===== src/rtl/ex_forward_stage.sv =====
// ex_forward_stage: EX operand forwarding with hazard-driven stall control.
// Ports:
//   clk, reset              rising-edge clock, synchronous active-high reset
//   flush                   kill the ID/EX instruction and abort any stall
//   id_valid                ID/EX holds a valid instruction
//   rs_addr/rt_addr         source register addresses
//   rs_data/rt_data         register-file read values
//   exm_wr/exm_load         EX/MEM writes a register / is a load
//   exm_rd/exm_result       EX/MEM destination and ALU result
//   wb_wr/wb_rd/wb_data     MEM/WB write port
//   op_a/op_b, sel_a/sel_b  registered operands and source codes
//                           (00 reg file, 10 EX/MEM, 01 MEM/WB, 11 zero)
//   op_valid                registered operand-valid flag
//   stall                   freeze PC and IF/ID, hold ID/EX
//   stall_count             saturating count of stall cycles
module ex_forward_stage #(
   parameter int DATA_W = 32,
   parameter int REG_W  = 5,
   parameter int CNT_W  = 16,
   parameter int FWD_EN = 1
) (
   input  logic              clk,
   input  logic              reset,
   input  logic              flush,
   input  logic              id_valid,
   input  logic [REG_W-1:0]  rs_addr,
   input  logic [REG_W-1:0]  rt_addr,
   input  logic [DATA_W-1:0] rs_data,
   input  logic [DATA_W-1:0] rt_data,
   input  logic              exm_wr,
   input  logic              exm_load,
   input  logic [REG_W-1:0]  exm_rd,
   input  logic [DATA_W-1:0] exm_result,
   input  logic              wb_wr,
   input  logic [REG_W-1:0]  wb_rd,
   input  logic [DATA_W-1:0] wb_data,
   output logic [DATA_W-1:0] op_a,
   output logic [DATA_W-1:0] op_b,
   output logic [1:0]        sel_a,
   output logic [1:0]        sel_b,
   output logic              op_valid,
   output logic              stall,
   output logic [CNT_W-1:0]  stall_count
);
   typedef enum logic {RUN, HOLD} state_t;
   state_t            r_state, w_next;
   logic [1:0]        r_hold_cnt, w_hold_nxt;
   logic [DATA_W-1:0] r_op_a, r_op_b;
   logic [1:0]        r_sel_a, r_sel_b;
   logic              r_op_valid;
   logic [CNT_W-1:0]  r_stall_count;
   logic              w_ex_a, w_ex_b, w_wb_a, w_wb_b;
   logic              w_haz1, w_haz2;
   logic [1:0]        w_sel_a, w_sel_b;
   logic [DATA_W-1:0] w_op_a, w_op_b;

   assign w_ex_a = exm_wr && exm_rd != '0 && exm_rd == rs_addr;
   assign w_ex_b = exm_wr && exm_rd != '0 && exm_rd == rt_addr;
   assign w_wb_a = wb_wr && wb_rd != '0 && wb_rd == rs_addr;
   assign w_wb_b = wb_wr && wb_rd != '0 && wb_rd == rt_addr;

   // Without forwarding, a producer still in EX/MEM needs two bubbles and one
   // in MEM/WB needs a single bubble; with forwarding only a load costs one.
   assign w_haz2 = (FWD_EN == 0) && id_valid && (w_ex_a || w_ex_b);
   assign w_haz1 = id_valid && ((FWD_EN != 0) ? exm_load && (w_ex_a || w_ex_b)
                                              : (w_wb_a || w_wb_b));

   assign w_sel_a = (rs_addr == '0) ? 2'b11 :
                    ((FWD_EN != 0) && w_ex_a && !exm_load) ? 2'b10 :
                    ((FWD_EN != 0) && w_wb_a) ? 2'b01 : 2'b00;
   assign w_sel_b = (rt_addr == '0) ? 2'b11 :
                    ((FWD_EN != 0) && w_ex_b && !exm_load) ? 2'b10 :
                    ((FWD_EN != 0) && w_wb_b) ? 2'b01 : 2'b00;
   assign w_op_a = (w_sel_a == 2'b10) ? exm_result : (w_sel_a == 2'b01) ? wb_data :
                   (w_sel_a == 2'b11) ? '0 : rs_data;
   assign w_op_b = (w_sel_b == 2'b10) ? exm_result : (w_sel_b == 2'b01) ? wb_data :
                   (w_sel_b == 2'b11) ? '0 : rt_data;

   always_ff @(posedge clk) begin
      if (reset) begin
         r_state    <= RUN;
         r_hold_cnt <= '0;
      end else begin
         r_state    <= w_next;
         r_hold_cnt <= w_hold_nxt;
      end
   end

   // HOLD exits on the edge where hold_cnt decrements to zero, so the RUN
   // cycle that follows re-evaluates the hazard against fresh inputs.
   always_comb begin
      w_next     = r_state;
      w_hold_nxt = r_hold_cnt;
      if (flush) begin
         w_next     = RUN;
         w_hold_nxt = '0;
      end else if (r_state == HOLD) begin
         w_hold_nxt = (r_hold_cnt == '0) ? 2'd0 : r_hold_cnt - 2'd1;
         w_next     = (r_hold_cnt <= 2'd1) ? RUN : HOLD;
      end else if (w_haz2) begin
         w_next     = HOLD;
         w_hold_nxt = 2'd1;
      end
   end

   always_comb begin
      stall = !reset && !flush && (r_state == HOLD || w_haz1 || w_haz2);
   end

   always_ff @(posedge clk) begin
      if (reset) begin
         r_op_a     <= '0;
         r_op_b     <= '0;
         r_sel_a    <= 2'b00;
         r_sel_b    <= 2'b00;
         r_op_valid <= 1'b0;
      end else if (flush || stall) begin
         r_op_valid <= 1'b0;
      end else if (id_valid) begin
         r_op_a     <= w_op_a;
         r_op_b     <= w_op_b;
         r_sel_a    <= w_sel_a;
         r_sel_b    <= w_sel_b;
         r_op_valid <= 1'b1;
      end else begin
         r_op_valid <= 1'b0;
      end
   end

   always_ff @(posedge clk) begin
      if (reset) r_stall_count <= '0;
      else if (stall && !(&r_stall_count)) r_stall_count <= r_stall_count + CNT_W'(1);
   end

   assign op_a        = r_op_a;
   assign op_b        = r_op_b;
   assign sel_a       = r_sel_a;
   assign sel_b       = r_sel_b;
   assign op_valid    = r_op_valid;
   assign stall_count = r_stall_count;
endmodule

===== config.mk =====
export PLATFORM = sky130hd
export DESIGN_NAME = ex_forward_stage
export DESIGN_NICKNAME = d
export VERILOG_FILES = /design/src/rtl/ex_forward_stage.sv
export SDC_FILE = /design/constraint.sdc
export NUM_CORES = 1
export LEC_CHECK = 0
export ABC_AREA = 1
export BUFFER_PORTS_ARGS = -buffer_cell sky130_fd_sc_hd__buf_2
export CAP_MARGIN = 25
export CORE_MARGIN = 1.5
export CORE_UTILIZATION = 50
export DETAILED_ROUTE_END_ITERATION = 12
export PLACE_DENSITY = 0.82
export SLEW_MARGIN = 40
export SYNTH_ARGS = -nofsm -noshare
export SYNTH_HDL_FRONTEND = slang
export SYNTH_SLANG_ARGS = --single-unit
export TNS_END_PERCENT = 50

===== constraint.sdc =====
create_clock -name clk -period 1.9 [get_ports clk]
set_input_delay 0.095 -clock clk [delete_from_list [all_inputs] [get_ports clk]]
set_output_delay 0.095 -clock clk [all_outputs]
set_load 0.01 [all_outputs]

==> summary by stage, run 1 <==
Placed design
The total placed cells including tap cells is 1358. The count of port buffers added during placement is 240. The weighted congestion at the end of routability-driven global placement is 0.929.

The standard cell area after detailed placement is 7410 um^2. The placed wire-length estimate after detailed placement is 14100 um.

STA
Setup repair after global routing left no endpoint under its margin. After layout, the worst path uses 88.3% of the clock period. The number of endpoints with negative hold slack in the final report came to 0. At the pin with the least slew margin, the transition time is 0.435 ns. Adding up every negative setup slack in the final design gives 0 ns. For this run, the top clock speed supported by timing is 596 MHz.

The count of final max-slew check failures came to 0. Measured against its own limit, the worst slew margin works out to 71.0%. The final-report setup violation count is 0.

Clock skew on the completed layout was measured at 0.00539 ns. The final critical-path required period is 1.68 ns.

Route
The total wirelength of the detailed-routed design is 20100 um. In the routed layout, each cell is associated on average with a via count of 5.39. After the first detailed-routing iteration, the DRC count stood at 873.

In the routed design, unresolved DRC markers number 0. The pre-antenna-repair detailed-routing pass consisted of 5 iterations. The average wire per standard cell is 14.6 um. Across all layers, the routed design uses 7410 vias. The count of nets left with antenna violations once routing finished came out at 0.

Yosys
Summing the areas of all fa, ha and maj instances in the mapped netlist gives 0.208% of the synthesized area. Measured against the total synthesized area, the mux share comes to 0%. The top-area cell type share of the netlist area is 29.3%. The synthesized-area fraction occupied by xor and xnor cells is 4.81%. Counting every instance in the synthesized netlist gives 1015. The synthesized-area fraction occupied by ao, oa, aoi and oai cells is 7.12%. The summed instance area of the synthesized netlist is 6010 um^2. The area fraction in and, or, nand and nor cells after synthesis is 46.9%.

sky130_fd_sc_hd__dfxtp_1 takes more of the synthesized area than any other cell. In this run, distinct cell masters in the synthesized netlist total 31. Yosys attributes the largest share of cell area to sky130_fd_sc_hd__dfxtp_1, sky130_fd_sc_hd__nand2_1, sky130_fd_sc_hd__nand3_1. The sequential area share after synthesis is 29.3%. The largest family of logic cells by synthesized area is simple AND/OR/NAND/NOR gates.

The average cell area after synthesis is 5.92 um^2. The number of synthesized register bits is 88. The total nets after synthesis is 1171.

For this run, the number of Yosys warnings is 0.

Floorplanning
From left edge to right edge, the die measures 113 um. The core region is 11600 um^2. Once the floorplan was initialized, standard cells occupied 52.0% of the core. The die covers 12700 um^2. After floorplanning, the core was divided into 39 placement rows. During I/O placement, the number of pins put on the boundary was 241. The overall die height is 113 um.

Critical path
The slowest stage cell on the critical path is sky130_fd_sc_hd__dfxtp_1. Data arrives at the worst endpoint at 1.91 ns. Walking the worst path, the cells encountered are ha_1 > nand2_1 > nor3b_4 > nand2_2 > nor2_2 > nand3_2 > nand3_2 > xor2_1 > nor2_1. The data required time of the critical path is 2.13 ns.

The largest stage delay on the critical path is 0.33 ns. The critical path start-end classification is reg2reg. The cell repeated most along the worst path is sky130_fd_sc_hd__nand3_2. STA classifies the critical path startpoint as a register. The most critical setup path has its startpoint at stall_count[0]. The maximum fanout along the worst path is 16. In this run the critical register-to-register path is launched from stall_count[0]. The critical path endpoint category is a register.

Clocking
Once the clock tree was built, the resizer swapped 0 gates to a different size. The count of clock tree sinks is 88. The total number of H-tree levels is 3.

The number of buffers inserted during clock tree synthesis is 9. The post-CTS clock slew at the launch and capture registers of the worst setup and hold paths is 0.06 ns. The maximum count of clock buffers along a single path is 2. The CTS tree is yes. The source-to-sink clock delay at the later pin of the worst-skew pair is 0.35 ns. The tree is rooted in a sky130_fd_sc_hd__clkbuf_16.

Global routing
The first global-routing pass estimated 32400 um of wire. The number of global-route vias before repair is 6833. The pin count of the biggest net entering global routing is 73. The number of antenna violations at the first check in global routing is 0.

For this run, the total global-route usage over all layers was measured as 31.5%. For this run the aggregate overflow at the end of global routing stands at 0.

Layout
The library cells used most frequently in the layout, excluding fill and tap cells, are sky130_fd_sc_hd__nand2_1, sky130_fd_sc_hd__buf_2, sky130_fd_sc_hd__nor2_1. The leading cell type in the layout, fill and taps excluded is sky130_fd_sc_hd__nand2_1. The signed area change from the synthesized netlist to the final layout is 28.0%.

Counting the fill cells in the layout gives 1130. Summing all non-filler instances in the final layout gives an area of 7690 um^2. The number of antenna diodes in the final layout is 0. The net count reported at finish is 1383. In the final layout, the share of cells above drive strength 1 is 25.0%.

The final instance count without filler cells is 1374.

Flow run
The reported max-cap violation count is 0.

Worst hold path
The startpoint identified for the worst hold timing path is exm_result[19]. The tightest min-delay check is of the in2reg type.

Power
The cell area power density is 606 nW/um^2. The static leakage is 3.90 nW. Across the VDD grid, the largest voltage drop is 0.500 mV.

Outcome
The flow ran to the end, and the final reports show no timing, DRC or antenna violations.
==> layer usage <==
| layer | wire (um) | track usage, % | share of wire [%] |
|---|---|---|---|
| met1 | 7750 | 39.5 | 39 |
| met2 | 9520 | 52.7 | 47 |
| met3 | 2220 | 7.61 | 11 |
| met4 | 630 | 11.4 | 3.1 |
| met5 | 0 | 0 | 0 |
==> cell families after synthesis <==
group,Yosys count
AOI/OAI and AO/OA,84
xor gates and xnor gates,33
adders and majority gates,1
buffers and inverters,166
DFF,88
and+or+nand+nor,643
==> synthesized netlist by cell type (all sizes together) <==
cell / count
nand3b: 1
a21oi: 80
clkbuf: 27
buf: 46
nand4: 67
nand2: 277
a41oi: 1
nor3b: 2
o21ai: 2
xor2: 18
nor3: 8
ha: 1
inv: 91
nor2: 163
clkinv: 2
dfxtp: 88
xnor2: 15
nand3: 124
and2: 1
a2111oi: 1
==> critical path, delay by kind of cell (launching register included) <==
family	cells	cell delay [ns]
AND/OR/NAND/NOR	7	0.91
XOR/XNOR	1	0.17
adder cells (fa/ha/maj)	1	0.17
flip-flops	1	0.33
==> stage by stage <==
| step | total power, mW | worst slack (ns) | hold slack [ns] | util (%) |
|---|---|---|---|---|
| after floorplan | 2.57 | 0.119 | 0.186 | - |
| after global placement | 2.99 | 0.203 | 0.323 | 64.1 |
| after detailed placement | 3.00 | 0.162 | 0.323 | 64.1 |
| after CTS | 4.69 | 0.210 | 0.0848 | 66.5 |
| after global routing | 4.90 | 0.0485 | 0.115 | 66.5 |
| final | 4.66 | 0.222 | 0.0973 | 66.5 |
==> layout make-up <==
class | instances | area (um^2) | share of cell area, %
Clock inverter | 4 | 20.0 | 0.260
Timing Repair Buffer | 274 | 1570 | 20.4
Clock buffer | 11 | 253 | 3.29
Inverter | 93 | 349 | 4.54
Multi-Input combinational cell | 761 | 3560 | 46.3
Tap cell | 143 | 179 | 2.33
Sequential cell | 88 | 1760 | 22.9
==> power by group <==
part | switching [mW] | internal [mW]
logic | 0.557 | 0.418
clock network | 0.745 | 0.942
registers | 0.0508 | 1.95
total | 1.35 | 3.31
==> path summary, 6_finish.rpt <==
check,endpoint,slack [ns],depth (start not counted)
max,stall_count[0],0.22,9
min,op_b[19],0.1,5
max reg2reg,stall_count[0],0.22,9
min reg2reg,r_state,0.47,2
==> state kept, by name (all words and copies together), names as in the netlist <==
name and cells:
op_b 32, op_a 32, stall_count 16, op_valid 1, r_hold_cnt 2, sel_a 2, sel_b 2, r_state 1
==> what timing repair did <==
item / CTS / global route
setup buffers: 0 / 0
hold endpoints to repair: 1 / 0
hold buffers: 1 / 0
Power figures use the tool's default switching activity.
==> run 2, diff against run 1 <==
Settings changed: BUFFER_PORTS_ARGS -buffer_cell sky130_fd_sc_hd__buf_2 to -buffer_cell sky130_fd_sc_hd__clkbuf_2.
==> run 2 against run 1 <==
  * Sequential power is essentially flat
  * Flip-flop and latch count is the same
  * Combinational power shrank 0.5%
  * Count of clock-buffer cells in the layout shrank 2
  * Die area is the same
  * Non-clock buffer count is the same
  * Via count shrank 0.50%
  * Utilization grew 0.45 points
  * Routed wire length shrank 1.4%
  * Maximum frequency shrank 3.4%
  * Power grew 8.1%
==> summary by stage, run 2 (synthesis results as in run 1) <==
Clocking
The master cell of the clock root buffer is sky130_fd_sc_hd__clkbuf_16. The maximum count of clock buffers along a single path is 2 (unchanged). The count of clock tree sinks is 88 (unchanged). The total number of H-tree levels is 3 (unchanged). The number of buffers inserted during clock tree synthesis is 9 (unchanged). The post-CTS clock slew at the launch and capture registers of the worst setup and hold paths is 0.06 ns (about the same).

The buffers inserted during post-CTS setup optimization was 0 (unchanged). The source-to-sink clock delay at the later pin of the worst-skew pair is 0.34 ns (about the same). The CTS tree is yes.

STA
The final total negative setup slack is 0 ns (unchanged). The count of final max-slew check failures is 0 (unchanged). The worst setup skew after layout is 0.00312 ns (-0.00228 ns). The share of the clock period used by the worst path is 91.5% (+3.1 points). The highest attainable clock frequency is 575 MHz (-3.4%). The remaining max-slew budget at the tightest pin is 68.5% (-2.5 points). The final critical-path required period is 1.74 ns (+0.0594 ns). The number of endpoints with negative hold slack in the final report is 0 (unchanged).

The worst-margin pin slew is 0.473 ns (+0.0379 ns). Setup repair after global routing left no endpoint under its margin. The final-report setup violation count was 0 (unchanged). The worst hold margin is 0.0824 ns (-0.0148 ns).

Route
The total wirelength of the detailed-routed design is 19800 um (-1.4%). The initial DRC count is 491 (-44%). The total DRC errors in the routed layout is 0 (unchanged). The average wire per standard cell is 14.4 um (-1.4%). The number of routed nets with antenna violations came to 0 (unchanged). The vias per cell is 5.36 (-0.57%). The total via count in the routed design is 7373 (-0.50%). The number of search-and-repair iterations in the first detailed-routing pass is 6 (+1).

Layout
The antenna diode instance count is 0 (unchanged). In the layout the commonest cells are sky130_fd_sc_hd__nand2_1, sky130_fd_sc_hd__clkbuf_2, sky130_fd_sc_hd__nor2_1. The register area is 1760 um^2 (unchanged). The signed area change from the synthesized netlist to the final layout is 28.9%. The net count reported at finish is 1383 (unchanged). The fill cell instance count of the final layout is 1105 (-2.2%).

The share of post-route cells with drive strength above 1 is 25.1% (+0.061 points). The area used by multi-input combinational logic is 3570 um^2 (+0.21%). The library cell used most frequently in the layout, excluding fill and tap cells, is sky130_fd_sc_hd__nand2_1.

Critical path
The sum of buffers and inverters on the critical path is 1 (+1). The data required time of the critical path is 2.14 ns (about the same). The signal arrival time at the worst endpoint is 1.97 ns (+0.06 ns). The largest stage delay on the critical path is 0.33 ns (about the same). Walking the worst path, the cells encountered are ha_1 > nand2_1 > nor3b_4 > nand2_2 > nor2_2 > nand3_2 > buf_4 > a41oi_1 > nor2_1. Among all stages on the critical path, the largest delay is contributed by sky130_fd_sc_hd__dfxtp_1. The maximum fanout along the worst path is 15 (-1). In this design, the largest share of critical-path delay is due to simple AND/OR/NAND/NOR gates.

The critical path start-end classification is reg2reg. STA classifies the critical path startpoint as a register. The critical path endpoint category is a register.

Floorplanning
The total core area is 11600 um^2 (unchanged). The number of placed I/O pins was 241 (unchanged). The die outline width is 113 um (unchanged). The initial standard-cell utilization of the core is 52.0% (unchanged). The row count came to 39 (unchanged). The full die area is 12700 um^2 (unchanged). The overall die height came to 113 um (unchanged).

Global routing
The global routing usage summed across all routing layers is 30.7% (-0.75 points). The aggregate global routing overflow came to 0 (unchanged). The pin count of the biggest net entering global routing is 73 (unchanged). The number of antenna violations at the first check in global routing is 0 (unchanged). The global-route wire length before repair is 31600 um (-2.5%). The number of global-route vias before repair is 6601 (-3.4%).

Power
The worst supply voltage drop on vdd is 0.417 mV (-17%). The cell area power density is 650 nW/um^2 (+7.3%). The static leakage was 3.90 nW (+0.14%).

Placed design
The weighted congestion at the end of routability-driven global placement is 0.935 (+0.64%). The count of port buffers added during placement is 240 (unchanged). The placed wire-length estimate after detailed placement is 13900 um (-1.5%).

Worst hold path
In this run the worst hold path is classified as in2reg.

Outcome
The flow ran to the end, and the final reports show no timing, DRC or antenna violations.

Flow run
The reported max-cap violation count is 0 (unchanged).
[run 2: repair_timing]
action,CTS,global route
gates resized for setup,0,1
endpoints found under the setup margin,0,11
hold buffers,1,0
endpoints found under the hold margin,1,0
[run 2: per-layer routing]
| metal | track usage, % | wire length (um) | up-vias |
|---|---|---|---|
| met5 | 0 | 0 | - |
| met4 | 12.9 | 544 | 0 |
| met3 | 5.99 | 1870 | 53 |
| met2 | 52.0 | 9390 | 432 |
| met1 | 38.3 | 8040 | 3207 |
| li1 | - | - | 3681 |
[run 2: cell type report]
type,count,share of cell area [%]
Timing Repair Buffer,274,20.0
Clock inverter,7,1.52
Multi-Input combinational cell,761,46.0
Clock buffer,9,2.91
Sequential cell,88,22.7
Tap cell,143,2.31
Inverter,93,4.51
[run 2: final timing paths]
check | startpoint | to | slack (ns) | depth (start not counted)
max | stall_count[0] | stall_count[2] | 0.16 | 9
min | reset | stall_count[9] | 0.08 | 2
max reg2reg | stall_count[0] | stall_count[2] | 0.16 | 9
min reg2reg | r_hold_cnt[1] | r_state | 0.46 | 2
[run 2: through the flow]
| stage | setup slack [ns] | power, mW | utilization [%] | cells | area, um^2 |
|---|---|---|---|---|---|
| floorplan | 0.119 | 2.57 | - | 1015 | 6010 |
| global placement | 0.195 | 2.99 | 63.9 | 1358 | 7380 |
| detailed placement | 0.148 | 3.00 | 63.9 | 1358 | 7380 |
| CTS | 0.152 | 5.06 | 66.9 | 1375 | 7740 |
| global route | 0.00898 | 5.28 | 67.0 | 1375 | 7740 |
| finish | 0.162 | 5.04 | 67.0 | 1375 | 7740 |
[run 2: power by group]
part | leakage, nW | switching [mW] | total [mW] | internal (mW)
Combinational | 3.01 | 0.558 | 0.970 | 0.412
Sequential | 0.723 | 0.0540 | 2.00 | 1.95
Clock | 0.170 | 0.775 | 2.07 | 1.29
Total | 3.90 | 1.39 | 5.04 | 3.65
